==> src/rtl/regfile_mp.sv <==
// Clocked multi-port register file for the decode stage.
// One synchronous write port, NUM_RD combinational read ports, and a
// sequential zero sweep that runs after reset or on clr_req.
// Optional build macro: REGFILE_BYPASS_EN enables write-through forwarding
// of the write port onto matching read ports in the same cycle.
//
// Handshake: a write is accepted on a rising edge when wr_en=1 and ready=1;
// wr_en=1 while ready=0 discards the write and raises wr_drop for one cycle.
// While ready=0 every read port returns zero.
module regfile_mp #(
  parameter int DATA_W   = 32,
  parameter int ADDR_W   = 5,
  parameter int NUM_RD   = 2,
  parameter int ZERO_REG = 1
) (
  input  logic                     clk,
  input  logic                     rst_n,
  input  logic [NUM_RD*ADDR_W-1:0] rd_addr,
  output logic [NUM_RD*DATA_W-1:0] rd_data,
  input  logic                     wr_en,
  input  logic [ADDR_W-1:0]        wr_addr,
  input  logic [DATA_W-1:0]        wr_data,
  input  logic                     clr_req,
  output logic                     ready,
  output logic                     wr_drop,
  output logic                     dbg_state_o
);

  localparam int DEPTH = 2 ** ADDR_W;
  // Sweep counter carries one extra bit so it can never fold into a second sweep.
  localparam logic [ADDR_W:0] CNT_LAST = (ADDR_W + 1)'(DEPTH - 1);
  localparam logic [ADDR_W:0] CNT_ONE  = (ADDR_W + 1)'(1);

  typedef enum logic {
    S_INIT  = 1'b0,
    S_READY = 1'b1
  } state_e;

  state_e              state_q, state_d;
  logic [ADDR_W:0]     cnt_q, cnt_d;
  logic                ready_q, ready_d;
  logic                wr_drop_q, wr_drop_d;
  logic                wr_ok;
  logic [DATA_W-1:0]   mem_q [DEPTH];

  // Next-state logic: sweep progress, clear requests and write acceptance.
  always_comb begin
    state_d   = state_q;
    cnt_d     = cnt_q;
    wr_drop_d = 1'b0;
    wr_ok     = 1'b0;
    case (state_q)
      S_INIT: begin
        cnt_d     = cnt_q + CNT_ONE;
        wr_drop_d = wr_en;
        if (cnt_q == CNT_LAST) begin
          state_d = S_READY;
        end
      end
      S_READY: begin
        // Writes to a hardwired zero entry vanish without a drop indication.
        wr_ok = wr_en && !((ZERO_REG != 0) && (wr_addr == '0));
        if (clr_req) begin
          state_d = S_INIT;
          cnt_d   = '0;
        end
      end
      default: begin
        state_d = S_INIT;
        cnt_d   = '0;
      end
    endcase
    ready_d = (state_d == S_READY);
  end

  // Control registers with synchronous active-low reset.
  always_ff @(posedge clk) begin
    if (!rst_n) begin
      state_q   <= S_INIT;
      cnt_q     <= '0;
      ready_q   <= 1'b0;
      wr_drop_q <= 1'b0;
    end else begin
      state_q   <= state_d;
      cnt_q     <= cnt_d;
      ready_q   <= ready_d;
      wr_drop_q <= wr_drop_d;
    end
  end

  // Storage array: the sweep clears one entry per cycle, otherwise accepted writes land.
  always_ff @(posedge clk) begin
    if (rst_n) begin
      if (state_q == S_INIT) begin
        mem_q[cnt_q[ADDR_W-1:0]] <= '0;
      end else if (wr_ok) begin
        mem_q[wr_addr] <= wr_data;
      end
    end
  end

  // Read ports: zero-register and not-ready gating override any forwarded value.
  always_comb begin
    logic [ADDR_W-1:0] ra;
    logic [DATA_W-1:0] rv;
    rd_data = '0;
    ra      = '0;
    rv      = '0;
    for (int k = 0; k < NUM_RD; k++) begin
      ra = rd_addr[k*ADDR_W +: ADDR_W];
      rv = mem_q[ra];
`ifdef REGFILE_BYPASS_EN
      if (wr_en && (wr_addr == ra)) begin
        rv = wr_data;
      end
`endif
      if (!ready_q || ((ZERO_REG != 0) && (ra == '0))) begin
        rv = '0;
      end
      rd_data[k*DATA_W +: DATA_W] = rv;
    end
  end

  assign ready       = ready_q;
  assign wr_drop     = wr_drop_q;
  assign dbg_state_o = (state_q == S_READY);

endmodule

==> config.mk <==
export PLATFORM = sky130hd
export DESIGN_NAME = regfile_mp
export DESIGN_NICKNAME = d
export VERILOG_FILES = /design/src/rtl/regfile_mp.sv
export SDC_FILE = /design/constraint.sdc
export NUM_CORES = 1
export LEC_CHECK = 0
export CAP_MARGIN = 20
export CELL_PAD_IN_SITES_DETAIL_PLACEMENT = 0
export CELL_PAD_IN_SITES_GLOBAL_PLACEMENT = 1
export CORE_MARGIN = 1.5
export CORE_UTILIZATION = 45
export CTS_BUF_LIST = sky130_fd_sc_hd__clkbuf_2
export DETAILED_ROUTE_END_ITERATION = 16
export HOLD_SLACK_MARGIN = 0.05
export MAX_ROUTING_LAYER = met4
export PLACE_DENSITY = 0.75
export SYNTH_ARGS = -nofsm -noshare
export SYNTH_HDL_FRONTEND = slang
export SYNTH_SLANG_ARGS = --single-unit
==> constraint.sdc <==
create_clock -name clk -period 8.8 [get_ports clk]
set_clock_uncertainty 0.1 [all_clocks]
set_input_delay 1.76 -clock clk [delete_from_list [all_inputs] [get_ports clk]]
set_output_delay 1.76 -clock clk [all_outputs]
set_load 0.05 [all_outputs]
==> flow_summary.yaml <==
setup_path:
  cp.depth: 7
  path_cells: "buf_8 -> buf_4 -> mux4_2 -> a22o_1 -> a31oi_1 -> nand4_1 -> clkdlybuf4s50_1"
  required_ps: 6940
  r2r-end: "mem_q[25][14]$_DFFE_PP_"
  r2r_slack_ps: 5070
  critical_path.max_fanout: 73
  cp_slowest_cell: "clkdlybuf4s50_1"
  critPathBufInv: 3
  crit_path_end: "rd_data[34]"
  critPathKind: "input pin to primary output"
  startpoint: "rd_addr[6]"
  cp-end-kind: "primary output"
  cp-start-kind: "input pin"
  slowest_delay_ps: 850
  worstPathArrival_ps: 5450
  reg2reg_from: "ready$_SDFF_PN0_"
  cp_top_family: "buffers and inverters"
  r2r_cells: 6
placed_design:
  portBuffers: 117
  dp_cells: 4326
  gp_congestion: 0.881
  dp_hpwl_um: 92400
cells_and_area:
  syn_to_final_growth_pct: 11.6
  n_fill_cell: 8871
  layout.nets: 3262
  stdcell_count: 4792
  drive_gt1_share_pct: 24.6
synthesis:
  synthTopCellsByArea: "edfxtp_1 (64%), mux4_2 (12%), mux2i_1 (11%), a22oi_1 (2.7%), nand3_1 (1.8%)"
  synth_top_area_share_pct: 63.5
  ys_ff_latch: 1032
  synth-seq-area-share_pct: 63.9
  synth_cell_types: 55
  netlist_instances: 2951
  synth-edff-count: 1024
  syn-cell-area_um2: 48400
  yosys_warnings: 0
  async_flop_share_pct: 0
  synth_fp_nets: 3003
  synth-main-ff-cell: "edfxtp_1"
  synth.avg_cell_area_um2: 16.4
  yosys.area.top_type: "edfxtp_1"
die:
  rows: 120
  die_w_um: 331
  ioPinCount: 118
  core_um2: 107000
  die_h_um: 331
  die-area_um2: 110000
  start_util_pct: 45.3
sta:
  fin_crit_ps: 7310
  fin_setup_tns_ps: 0
  min_period_over_period_pct: 83.1
  setup_viol: 0
  relSlewSlack_pct: 25.5
  hold-worst-slack_ps: 485
  slew_violations: 0
  max_freq_mhz: 137
  final_hold_viol_count: 0
  rsz0062_at_grt: "no"
  tightest_slew_ps: 1110
clock_tree:
  htreeDepth: 5
  clockRootBuffer: "clkbuf_2"
  cts_setup_buffers: 0
  cts_hold_buf: 0
  cts_buffer_depth: 4
  cts_inserted_buffers: 277
  cts.sinks: 1032
  insertion_delay_ps: 1420
  clk_transition_reported_paths_ps: 70
  cts.repair.resized: 0
  cts_tree: "yes"
global_route:
  grt_max_degree: 111
  grt_pass1_wl_um: 228000
  grt_usage_pct: 30.6
  antenna_found_initial: 5
  grt_overflow: 0
  grt_pass1_vias: 33000
drt:
  firstDrtPassIters: 8
  routed_wl_um: 163000
  routedWlPerCell_um: 33.9
  drt-initial-drc-count: 4175
  ant_nets: 0
  drc: 0
  vias_per_cell: 6.72
  vias: 32200
min_path:
  hold_start: "cnt_q[5]$_SDFFE_PN0P_"
  hp-class: "flop to flop"
pwr:
  peakVddDrop_mv: 0.117
  p_leak_nw: 16.8
  powerDensity_nw_per_um2: 170
outcome:
  outcome: "complete, no violations"
job:
  maxCapViolations: 0
-- power breakdown --
part | leakage [nW] | internal [W] | switching, W
Combinational | 7.24 | 0.000209 | 0.000351
Clock | 1.78 | 0.00129 | 0.00196
Sequential | 7.76 | 0.00535 | 0.0000175
Total | 16.8 | 0.00685 | 0.00232
-- state kept, by name (all words and copies together), names as in the netlist --
signal	count
cnt_q	6
mem_q	1024
ready	1
wr_drop	1
-- per-stage QoR --
step	util (%)	total power, W	instance area [um2]	worst slack, ps
detailed placement	48.2	0.00603	51500	1620
global route	50.5	0.00946	54000	1420
global placement	48.1	0.00602	51500	1670
floorplan	-	0.00582	48400	2310
CTS	50.3	0.00920	53800	1610
finish	50.5	0.00917	54000	1490
-- routing by layer --
| layer | vias up | routed length (um) | part of all wire (%) | global-route usage, % |
|---|---|---|---|---|
| met2 | 2352 | 75700 | 47 | 45.9 |
| li1 | 12900 | - | - | - |
| met4 | 0 | 7590 | 4.7 | 14.8 |
| met3 | 499 | 19900 | 12 | 8.41 |
| met5 | - | 0 | 0 | - |
| met1 | 16500 | 59400 | 37 | 38.4 |
-- cell usage in the layout, fill, tap and decap left out, drive strengths merged, types with 2 or more instances in the layout --
| master | n |
|---|---|
| o21ai | 2 |
| clkinv | 65 |
| o21ba | 2 |
| o31a | 2 |
| a21boi | 2 |
| a32o | 8 |
| nor2b | 11 |
| clkbuf | 376 |
| and3 | 5 |
| nor4 | 3 |
| mux4 | 252 |
| nor3 | 13 |
| nand2 | 118 |
| nor4bb | 4 |
| nand2b | 2 |
| nand4 | 57 |
| o221a | 2 |
| buf | 107 |
| clkdlybuf4s50 | 111 |
| bufinv | 5 |
| dfxtp | 8 |
| a22o | 54 |
| edfxtp | 1024 |
| a21oi | 101 |
| nor2 | 27 |
| mux2i | 523 |
| nor3b | 3 |
| nand3 | 172 |
| a31oi | 66 |
| and2 | 39 |
| a32oi | 4 |
| diode | 7 |
| nand3b | 2 |
| inv | 13 |
| and4b | 6 |
| a22oi | 174 |
-- synth_stat cells, drive strengths merged, types with 6 or more instances --
library cell	number
a22o	54
a31oi	66
and4b	6
a22oi	174
mux4	252
clkbuf	111
nor2b	11
buf	130
inv	6
nand3	172
and2	39
edfxtp	1024
nand2	118
a32o	8
mux2i	523
nand4	57
nor3	13
a21oi	101
nor2	27
dfxtp	8
-- final cells by class --
cell class / instances / area, um2 / area share (%)
Sequential cell: 1032 / 30900 / 57.2
Multi-Input combinational cell: 1672 / 16700 / 31.0
Timing Repair Buffer: 221 / 2260 / 4.18
Clock buffer: 373 / 1870 / 3.46
Tap cell: 1403 / 1760 / 3.25
Clock inverter: 78 / 447 / 0.827
Inverter: 6 / 22.5 / 0.0417
Antenna cell: 7 / 17.5 / 0.0324
-- cells by family after synthesis --
| family | after synthesis | synth area share, % |
|---|---|---|
| multiplexers | 776 | 22.6 |
| buffers and inverters | 247 | 2.38 |
| AO/OA/AOI/OAI | 428 | 6.20 |
| adder cells (fa/ha/maj) | 1 | 0.0259 |
| AND/OR/NAND/NOR | 467 | 4.95 |
| flip-flops | 1032 | 63.9 |
-- how the worst min path moves through the flow --
stage	endpoint	cells past startpoint
final	cnt_q[5]$_SDFFE_PN0P_	1
after global routing	cnt_q[5]$_SDFFE_PN0P_	1
after CTS	cnt_q[5]$_SDFFE_PN0P_	1
after detailed placement	cnt_q[5]$_SDFFE_PN0P_	1
after global placement	cnt_q[5]$_SDFFE_PN0P_	1
after floorplan	cnt_q[5]$_SDFFE_PN0P_	1
Note: power is estimated with default switching activity, not from simulation.
==> RTL edit 1, RTL diff (same settings) <==
`ZERO_REG`: 1 -> 0.
--- a/src/rtl/regfile_mp.sv
+++ b/src/rtl/regfile_mp.sv
@@ -12,5 +12,5 @@
   parameter int ADDR_W   = 5,
   parameter int NUM_RD   = 2,
-  parameter int ZERO_REG = 1
+  parameter int ZERO_REG = 0
 ) (
   input  logic                     clk,
Function: no difference found for any inputs over 4 cycles, from zero or initial values and one cycle with rst_n low; that may be too few to reach the edited logic, so the function may still have changed.
==> RTL edit 1 against the unedited design <==
- area after synthesis down 0.94%
- sequential power about the same
- sequential share of layout area up 0.64 points
- core utilization up 0.15 points
- sequential cell count unchanged
- routed wire length down 7.0%
- worst setup slack worse by 0.34 ns
- total power down 1.7%
- cell area down 1.1%
- combinational power up 12%
- critical endpoint is now rd_data[7]
- clock power down 6.5%
==> RTL edit 1: results (changes against the unedited design) <==
stage,metric,value,unit,change
global_routing,grt_pass1_vias,30100,,-8.8%
timing,finalSetupViolCount,0,,unchanged
clocking,clk_path_buf_depth,3,,-1
clocking,path_clk_slew,0.10,ns,+0.03 ns
setup_path,crit_arrival,5.79,ns,+0.34 ns
global_routing,grtUsageTotal,0.290,,-0.0161
yosys,yosysUniqueCellTypes,40,,-27%
clocking,numCtsBuffers,239,,-14%
place,dp_cells,3814,,-12%
setup_path,rrSetupSlack,4.35,ns,-0.72 ns
yosys,postSynth.asyncResetShare,0,,unchanged
timing,period_minus_slack,7.65,ns,+0.339 ns
place,gp_congestion,0.833,,-5.4%
power_and_ir_drop,p_leak,14.7,nW,-12%
route,via_per_inst,6.82,,+1.4%
global_routing,grt_max_degree,84,,-24%
yosys,synth_mux_area_frac,0.269,,+0.0431
final_layout,drive_gt1_frac,0.384,,+0.138
route,drt_iter0_drc,3643,,-13%
place,port_buffers,117,,unchanged
yosys,seq_area_frac_synth,0.645,,+0.00605
outcome,outcome,finished clean,,
clocking,htree_num_levels,4,,-1
final_layout,num-nets-final,2731,,-16%
yosys,yosysWarnings,0,,unchanged
yosys,synthAdderAreaFrac,0.000261,,+0.00000245
final_layout,fillers,8443,,-4.8%
yosys,synth_compound_area_frac,0.0481,,-0.0140
route,dr_total_vias,29000,,-10%
setup_path,critical_path.max_fanout,49,,-33%
place,dp_slack,1.36,ns,-0.267 ns
clocking,clk_latency,1.49,ns,+0.07 ns
yosys,yosys.area_share.xor_xnor,0,,unchanged
clocking,postCtsSetupRepairBufs,0,,unchanged
global_routing,antenna_found_initial,5,,unchanged
route,totalWireLength,151000,um,-7.0%
place,place_area,51000,um2,-1.0%
yosys,synth_nets,2476,,-18%
place,place_hpwl,86800,um,-6.1%
route,first_pass_iters,11,,+3
yosys,syn_area_per_cell,19.8,um2,+21%
yosys,ys_top_cells_by_area,"edfxtp_1 (64%), mux4_2 (21%), mux2_2 (3.1%), mux2i_1 (2.8%), o221ai_1 (1.2%)",,
power_and_ir_drop,ir_drop,0.0924,mV,-21%
yosys,synthFlopType,edfxtp_1,,
global_routing,grt_pass1_wl,215000,um,-6.0%
timing,hold_slack,0.430,ns,-0.0546 ns
timing,worst_pin_slew,1.21,ns,+0.0925 ns
yosys,ys_top_cells_by_count,"edfxtp_1 (1024), mux4_2 (448), mux2i_1 (132)",,
==> RTL edit 1: cell type report <==
class                   count  area (um2)  share of cell area
clock buffers             329        1650              0.0308
well taps                1391        1740              0.0326
clock inverters            83         443             0.00829
flip-flops and latches   1032       30900               0.579
diodes                      5        12.5            0.000234
repair buffers            219        2400              0.0448
inverters                   4        18.8            0.000351
multi-input cells        1183       16300               0.304
==> RTL edit 1: logic make-up after synthesis <==
logic type | Yosys count
compound gates | 312
fa+ha+maj | 1
buf+inv | 209
flops | 1032
mux | 711
simple gates | 159
==> RTL edit 1: report_power, final <==
group | internal [mW] | switching [mW] | total, mW
logic | 0.255 | 0.371 | 0.626
registers | 5.35 | 0.0159 | 5.37
clock network | 1.10 | 1.93 | 3.03
total | 6.70 | 2.32 | 9.02
==> RTL edit 1: final timing paths <==
path,depth (start not counted),startpoint,end
worst max-delay path,7,rd_addr[2],rd_data[7]
worst min-delay path,1,cnt_q[2],cnt_q[2]
worst max register to register,6,ready,mem_q[18][7]
worst min register to register,1,cnt_q[2],cnt_q[2]
==> RTL edit 1: layer usage <==
layer  wire [um]  vias up  track usage
met2       71100     2033        0.432
met5           0        -            -
met3       17500      384       0.0754
met1       56200    15300        0.375
li1            -    11300            -
met4        6320        0        0.130
==> RTL edit 1: critical path, cell delays in order <==
cell and delay (ns):
clkdlybuf4s50_1 0.67, inv_4 0.78, buf_4 0.61, mux2_2 0.26, o221ai_1 0.10, a31oi_1 0.58
clkdlybuf4s50_1 0.94
==> RTL edit 2, RTL diff (same flow settings) <==
Made on the original files. Reset style: asynchronous (`rst_n`), changed in one clocked block. Comments in the files are not updated.
--- a/src/rtl/regfile_mp.sv
+++ b/src/rtl/regfile_mp.sv
@@ -75,5 +75,5 @@
 
   // Control registers with synchronous active-low reset.
-  always_ff @(posedge clk) begin
+  always_ff @(posedge clk or negedge rst_n) begin
     if (!rst_n) begin
       state_q   <= S_INIT;
Behaviour: differs if rst_n is asserted again (counterexample within 4 cycles, from zero or initial values and one cycle with rst_n low); with rst_n held inactive, the same outputs for 10 cycles.
==> RTL edit 2 against the unedited design <==
- routed wire length shrank 5.2%
- maximum frequency down 3.0%
- worst setup slack got worse by 0.22 ns
- sequential cell count unchanged
- register-to-register slack got worse by 0.77 ns
- area after synthesis rose by 0.62%
- final cell count down 7.3%
- largest cell class unchanged
- sequential share of layout area increased by 0.052 points
- cell area about the same
Power is not compared: it rests on default switching activity, and its combinational part moved more than twofold at a synthesized area within 25%.
==> RTL edit 2: results (changes against the unedited design) <==
stage,metric,value,unit,change
global_routing,grtUsageTotal,0.288,,-0.0178
yosys,seq_area_frac_synth,0.636,,-0.00312
setup_path,r2r-start,ready,,
clocking,htree_num_levels,4,,-1
yosys,ys_top_cells_by_count,"edfxtp_1 (1024), mux4_2 (380), mux2i_1 (357)",,
route,met3WireLength,16100,um,-19%
route,route.met2.wl,73400,um,-3.1%
setup_path,cp_slowest_stage_delay,0.97,ns,+0.12 ns
global_routing,grt_pass1_vias,30300,,-8.1%
global_routing,grtUsageMet2,0.443,,-0.0156
yosys,synth_nets,2661,,-11%
yosys,postSynth.asyncResetShare,0.00775,,+0.00775
outcome,outcome,finished clean,,
place,dp_slack,1.42,ns,-0.207 ns
setup_path,rrSetupSlack,4.30,ns,-0.77 ns
place,gp_congestion,0.862,,-2.1%
timing,worst_pin_slew,1.22,ns,+0.105 ns
final_layout,drive_gt1_frac,0.324,,+0.0787
min_path,holdCritStartpoint,cnt_q[5],,
global_routing,met1_usage,0.378,,-0.00614
final_layout,num-nets-final,2892,,-11%
clocking,path_clk_slew,0.10,ns,+0.03 ns
yosys,ys_top_cells_by_area,"edfxtp_1 (63%), mux4_2 (18%), mux2i_1 (7.3%), o221ai_1 (1.6%), buf_2 (1.1%)",,
clocking,numCtsBuffers,234,,-16%
route,wl_per_cell,34.7,um,+2.3%
timing,hold_slack,0.400,ns,-0.0849 ns
setup_path,cp_slowest_cell,a211oi_1,,
global_routing,grt_max_degree,82,,-26%
global_routing,gr-usage-met3,0.0582,,-0.0260
place,place_hpwl,84600,um,-8.4%
global_routing,grt_pass1_wl,220000,um,-3.8%
setup_path,crit_arrival,5.67,ns,+0.22 ns
[RTL edit 2: cell count changes in the layout (fill, tap and decap cells not counted), sizes merged, moves of 48 or more]
cell and delta:
mux2i -166, mux2 +49, a22oi -156, mux4 +128, a22o -54, o221ai +87
a31oi -59, nand3 -116, nand4 -48
[RTL edit 2: cells by family after synthesis]
logic type      Yosys count  share of synthesized area
xor+xnor                  2                   0.000360
buf+inv                 220                     0.0225
simple gates            258                     0.0266
fa+ha+maj                 1                   0.000257
flops                  1032                      0.636
mux                     787                      0.262
compound gates          309                     0.0530
[RTL edit 2: layout make-up]
type                            instances  area [um2]  share of cell area
Sequential cell                      1032       30900               0.573
Inverter                                6        22.5            0.000417
Clock inverter                         85         450             0.00834
Timing Repair Buffer                  209        2170              0.0402
Clock buffer                          344        1720              0.0319
Antenna cell                            6        15.0            0.000278
Multi-Input combinational cell       1357       16900               0.314
Tap cell                             1403        1760              0.0325
[RTL edit 2: worst max-delay path by stage]
stage	endpoint	slack (ns)	cells past startpoint
detailed placement	rd_data[2]	1.42	8
global placement	rd_data[2]	1.44	8
finish	rd_data[2]	1.27	7
floorplan	rd_data[11]	2.88	8
CTS	rd_data[2]	1.41	8
global route	rd_data[2]	1.25	8
[RTL edit 2: through the flow]
step / std cells / instance area [um2]
3_5_place_dp: 3997 / 51600
2_1_floorplan: 2609 / 48700
5_1_grt: 4441 / 54000
6_report: 4442 / 54000
3_3_place_gp: 3995 / 51600
4_1_cts: 4426 / 53800
[RTL edit 2: power groups by stage]
stage,logic [mW],registers (mW),clock network (mW)
2_1_floorplan,1.03,5.90,0
3_3_place_gp,1.62,5.94,0
3_5_place_dp,1.65,5.97,0
4_1_cts,1.65,5.86,3.14
5_1_grt,1.73,5.89,3.35
6_report,1.68,5.86,3.10
